<file path="config.mk">
export PLATFORM = sky130hd
export DESIGN_NAME = mem_port_arbiter
export DESIGN_NICKNAME = d
export VERILOG_FILES = /design/src/rtl/cpu_pkg.sv /design/src/rtl/mem_arb_pick.sv /design/src/rtl/mem_port_arbiter.sv
export SDC_FILE = /design/constraint.sdc
export NUM_CORES = 1
export LEC_CHECK = 0
export BUFFER_PORTS_ARGS = -buffer_cell sky130_fd_sc_hd__buf_2
export CORE_AREA = 2 2 116 118
export DETAILED_ROUTE_END_ITERATION = 7
export DIE_AREA = 0 0 118 120
export HOLD_SLACK_MARGIN = 0.02
export PLACE_DENSITY = 0.45
export SLEW_MARGIN = 20
export SYNTH_ARGS = -nofsm -noshare
export SYNTH_HDL_FRONTEND = slang
export SYNTH_HIERARCHICAL = 1
export SYNTH_SLANG_ARGS = --single-unit
</file>
<file path="constraint.sdc">
create_clock -name clk -period 1.7 [get_ports clk]
set_input_delay 0.34 -clock clk [delete_from_list [all_inputs] [get_ports clk]]
set_output_delay 0.34 -clock clk [all_outputs]
set_load 0.05 [all_outputs]
</file>
<file path="src/rtl/cpu_pkg.sv">
// Shared types and constants for the CPU memory path.
// Latency: n/a (declarations only).
// Backpressure: n/a.
package cpu_pkg;

  // Owner of the read issued on the previous cycle; doubles as the
  // read-owner FSM state of mem_port_arbiter.
  typedef enum logic [1:0] {
    OWNER_NONE = 2'd0,
    OWNER_IF   = 2'd1,
    OWNER_D    = 2'd2
  } mem_owner_t;

  // main_memory returns read data this many cycles after the address.
  localparam int unsigned MEM_RD_LATENCY = 1;

endpackage : cpu_pkg

</file>
<file path="src/rtl/mem_arb_pick.sv">
// Combinational grant selection between fetch and data requesters.
// Latency: 0 cycles (pure combinational).
// Backpressure: the loser of a conflict is simply not granted and keeps its request.
// Ports: if_req/d_req in; last_d_won in (only with MEM_ARB_ROUND_ROBIN_EN);
//        if_gnt/d_gnt out, one-hot or both 0.
// Config: MEM_ARB_ROUND_ROBIN_EN selects alternating conflict winner,
//         otherwise data always wins.
module mem_arb_pick (
  input  logic if_req,
  input  logic d_req,
`ifdef MEM_ARB_ROUND_ROBIN_EN
  input  logic last_d_won,  // 1: data won the previous conflict
`endif
  output logic if_gnt,
  output logic d_gnt
);

`ifdef MEM_ARB_ROUND_ROBIN_EN
  // On conflict, data wins only if fetch won the previous conflict.
  assign d_gnt = d_req & (~if_req | ~last_d_won);
`else
  assign d_gnt = d_req;
`endif

  // Fetch gets the port whenever data does not take it.
  assign if_gnt = if_req & ~d_gnt;

endmodule : mem_arb_pick

</file>
<file path="src/rtl/mem_port_arbiter.sv">
// Arbitrates single-port main_memory between instruction fetch and data requesters.
// Latency: grant same cycle as request; read data valid exactly one cycle after grant.
// Backpressure: an ungranted requester holds its request; nothing is dropped or reordered.
// Ports: clk, rst (async active-low); if_req/if_addr -> if_gnt, if_rvalid/if_rdata;
//        d_req/d_we/d_addr/d_wdata -> d_gnt, d_rvalid/d_rdata;
//        mem_read_address/mem_write_address/mem_write_data/mem_write_enable to memory,
//        mem_read_data from memory; busy = read in flight.
// Config: define MEM_ARB_ROUND_ROBIN_EN for alternating conflict winner (first to data);
//         default build is fixed priority with data winning conflicts.
module mem_port_arbiter
  import cpu_pkg::*;
#(
  parameter int ADDR_W = 32,
  parameter int DATA_W = 32
) (
  input  logic              clk,
  input  logic              rst,
  input  logic              if_req,
  input  logic [ADDR_W-1:0] if_addr,
  output logic              if_gnt,
  output logic              if_rvalid,
  output logic [DATA_W-1:0] if_rdata,
  input  logic              d_req,
  input  logic              d_we,
  input  logic [ADDR_W-1:0] d_addr,
  input  logic [DATA_W-1:0] d_wdata,
  output logic              d_gnt,
  output logic              d_rvalid,
  output logic [DATA_W-1:0] d_rdata,
  output logic [ADDR_W-1:0] mem_read_address,
  output logic [ADDR_W-1:0] mem_write_address,
  output logic [DATA_W-1:0] mem_write_data,
  output logic              mem_write_enable,
  input  logic [DATA_W-1:0] mem_read_data,
  output logic              busy
);

  mem_owner_t state, state_nxt;
  logic       if_gnt_raw, d_gnt_raw;

`ifdef MEM_ARB_ROUND_ROBIN_EN
  logic last_d_won;

  // Only conflicts move the policy bit; reset value means "fetch won last",
  // so the first conflict after reset goes to data.
  always_ff @(posedge clk or negedge rst) begin
    if (!rst) begin
      last_d_won <= 1'b0;
    end else if (if_req && d_req) begin
      last_d_won <= d_gnt_raw;
    end
  end
`endif

  mem_arb_pick u_pick (
    .if_req     (if_req),
    .d_req      (d_req),
`ifdef MEM_ARB_ROUND_ROBIN_EN
    .last_d_won (last_d_won),
`endif
    .if_gnt     (if_gnt_raw),
    .d_gnt      (d_gnt_raw)
  );

  // Grants are combinational from requests, so they must be masked while
  // reset is held to keep memory quiet.
  assign if_gnt = rst & if_gnt_raw;
  assign d_gnt  = rst & d_gnt_raw;

  // Read-owner state register.
  always_ff @(posedge clk or negedge rst) begin
    if (!rst) begin
      state <= OWNER_NONE;
    end else begin
      state <= state_nxt;
    end
  end

  // Next owner and memory port drive. A data write grant leaves no read in
  // flight, so the next state is OWNER_NONE.
  always_comb begin
    state_nxt         = OWNER_NONE;
    mem_read_address  = '0;
    mem_write_address = '0;
    mem_write_data    = '0;
    mem_write_enable  = 1'b0;
    if (if_gnt) begin
      state_nxt        = OWNER_IF;
      mem_read_address = if_addr;
    end else if (d_gnt) begin
      if (d_we) begin
        mem_write_address = d_addr;
        mem_write_data    = d_wdata;
        mem_write_enable  = 1'b1;
      end else begin
        state_nxt        = OWNER_D;
        mem_read_address = d_addr;
      end
    end
  end

  // Return path: memory data is valid in the cycle after the read grant,
  // which is exactly when the state names the owner.
  assign if_rvalid = (state == OWNER_IF);
  assign d_rvalid  = (state == OWNER_D);
  assign busy      = (state != OWNER_NONE);
  assign if_rdata  = if_rvalid ? mem_read_data : '0;
  assign d_rdata   = d_rvalid  ? mem_read_data : '0;

endmodule : mem_port_arbiter

</file>
==> metrics.txt <==
layout cells sized above 1 79.2%; vias in the first global route 3031; area delta synth->final 168%; slew margin rel. 81.3%; CTS Sinks 2; worst-margin pin slew 280 ps; most frequent cell on the critical path buf_6; Die W 118 um; Post-CTS Setup Bufs 0; Leakage 2.44 nW; gr usage total 13.0%; Synth Area per Inst 6.88 um2; Most flops, register state; Reg power frac 3.3%; Critical Path Slowest Stage Cell and4b_2; Period minus WS final 1790 ps; share of the synthesized area in the top cell type 44.8%; failing checks negative setup slack; Final Hold Slack 124 ps; P_int 0.000830 W; top cells by area, synth and2_1 45%, nand4bb_1 20%, a21boi_0 10%, nand2_1 6.6%, buf_6 3.1%; RSZ-0062 raised after global routing true; CORE AREA 13000 um2; antenna cells 0; Final Cycle Share 105%; Post-Synth Simple-Gate Area 74.0%; # Max-Cap Violations 0; Place WS -177 ps; vias post-DR 2983; clock root cell clkbuf_16; critical path capture point type output pin; initial antenna violation count 0; final hold violations 0; number of synthesis warnings 6; Num CTS Buffers 3; synthesized area 1820 um2; clock slew at reported path FFs 30 ps; commonest non-fill, non-tap cell in the layout buf_2; synth unique cells 15; leading area contributor after synthesis and2_1; CP max stage delay 340 ps; Slew Limit Fails 0; Non-Filler Instances 725; Post-Synth Adder-Cell Area 0%; largest family of logic cells by synthesized area simple AND/OR/NAND/NOR gates; status finished, violations left; buffers added on ports 298; drt drc 0; Setup CP Type in -> out; first-pass GRT wire length 15400 um; maximum root-to-sink buffer count 2; worst-path cell chain buf_6 > nor2b_4 > and4b_2 > buf_12 > and2_2 > buf_6; Syn Nets 397; Worst path top cell family by delay simple AND/OR/NAND/NOR gates; GRT overflow 0; drt initial violations 58; commonest non-fill, non-tap cells in the layout 134 x buf_2, 85 x buf_4, 84 x buf_6; Critical Path Stages 6; Peak VDD IR 0.219 mV; Initial DRT Pass Iterations 4; Regs by FF count state (2); post-route ant nets 0; Final HPWL DP 7840 um; H-tree depth 1; worst-path maximum fanout 44; Row Count 42; pin count of the biggest net entering global routing 45; CP Buf/Inv Count 3; final setup fails 66; sequential share of the synthesized area 2.75%; required time worst endpoint 1360 ps; max FFs per register 2; pwr/cell area 322 nW/um2; Comb pwr share 74.4%; io pins 299; Switching Power 0.000741 W; Layout Nets 684; Syn Inst Count 264; final setup TNS -4070 ps; CTS tree done; Via density 4.11; switching share of power 47.2%; CTS Hold Buffers Added 0; fin worst setup slack -88.5 ps; full die area 14200 um2; Synth Area in Compound Gates 13.2%; type of the most critical hold path in -> async; Routed WL per cell 14.0 um; Clk pwr share 22.4%; Seq cells post-synth 2; post-CTS sizing 233; Initial Util 14.0%; post-synthesis mux area share 0%; XOR/XNOR Fraction of Synth Area 0%; critical path arrival 1450 ps; GPL Wtd Cong 0.820; final wirelength 10200 um; maximum clock rate 559 MHz; Die Span Y 120 um; Setup crit start kind input port; Post-Place Cells 722
## path summary, 6_finish.rpt
check | from | end | slack [ps]
max in group asynchronous | rst | state[0] | 1370
min in group clk | d_we | state[1] | 520
hold / removal | rst | state[1] | 120
setup / recovery | if_req | mem_write_address[0] | -90
## cells in the mapped netlist, drive strengths merged
cell / number
and4b: 1
nor2b: 3
a21boi: 32
and2: 130
nor3b: 1
nand2: 32
clkbuf: 13
dfrtp: 2
buf: 17
or2: 1
nand4bb: 32
## routing by layer
metal	wire, um	part of all wire [%]	global-route usage, %
met4	24	0.24	1.05
met3	620	6.1	2.52
met1	4070	40	15.2
met5	0	0	0
met2	5440	54	25.4
## power by group through the flow
stage          logic, W  registers, W  clock network [W]
2_1_floorplan  0.000698     0.0000510                  0
3_5_place_dp    0.00103     0.0000512                  0
3_3_place_gp    0.00103     0.0000511                  0
6_report        0.00117     0.0000510           0.000352
4_1_cts         0.00114     0.0000508           0.000356
5_1_grt         0.00123     0.0000514           0.000364
## kinds of logic (layout without fill, tap and decap cells)
logic type | after synthesis | in the layout
buffers and inverters | 30 | 315
DFF | 2 | 2
AOI/OAI and AO/OA | 32 | 32
and+or+nand+nor | 200 | 200
## stage by stage
stage                     instance area [um2]  utilization, %  power (W)
final                                    4870            37.5    0.00157
after CTS                                4730            36.4    0.00155
after detailed placement                 3960            30.5    0.00108
after global routing                     4870            37.5    0.00164
after global placement                   3960            30.5    0.00108
after floorplan                          2240               -   0.000749
## cell type report
type / count / area, um2
fill: 1347 / 8110
timing repair buffer: 312 / 2420
multi-input combinational: 232 / 2110
tap: 176 / 220
clock buffer: 3 / 75.1
sequential: 2 / 50.0
(Power assumes the default switching activity.)
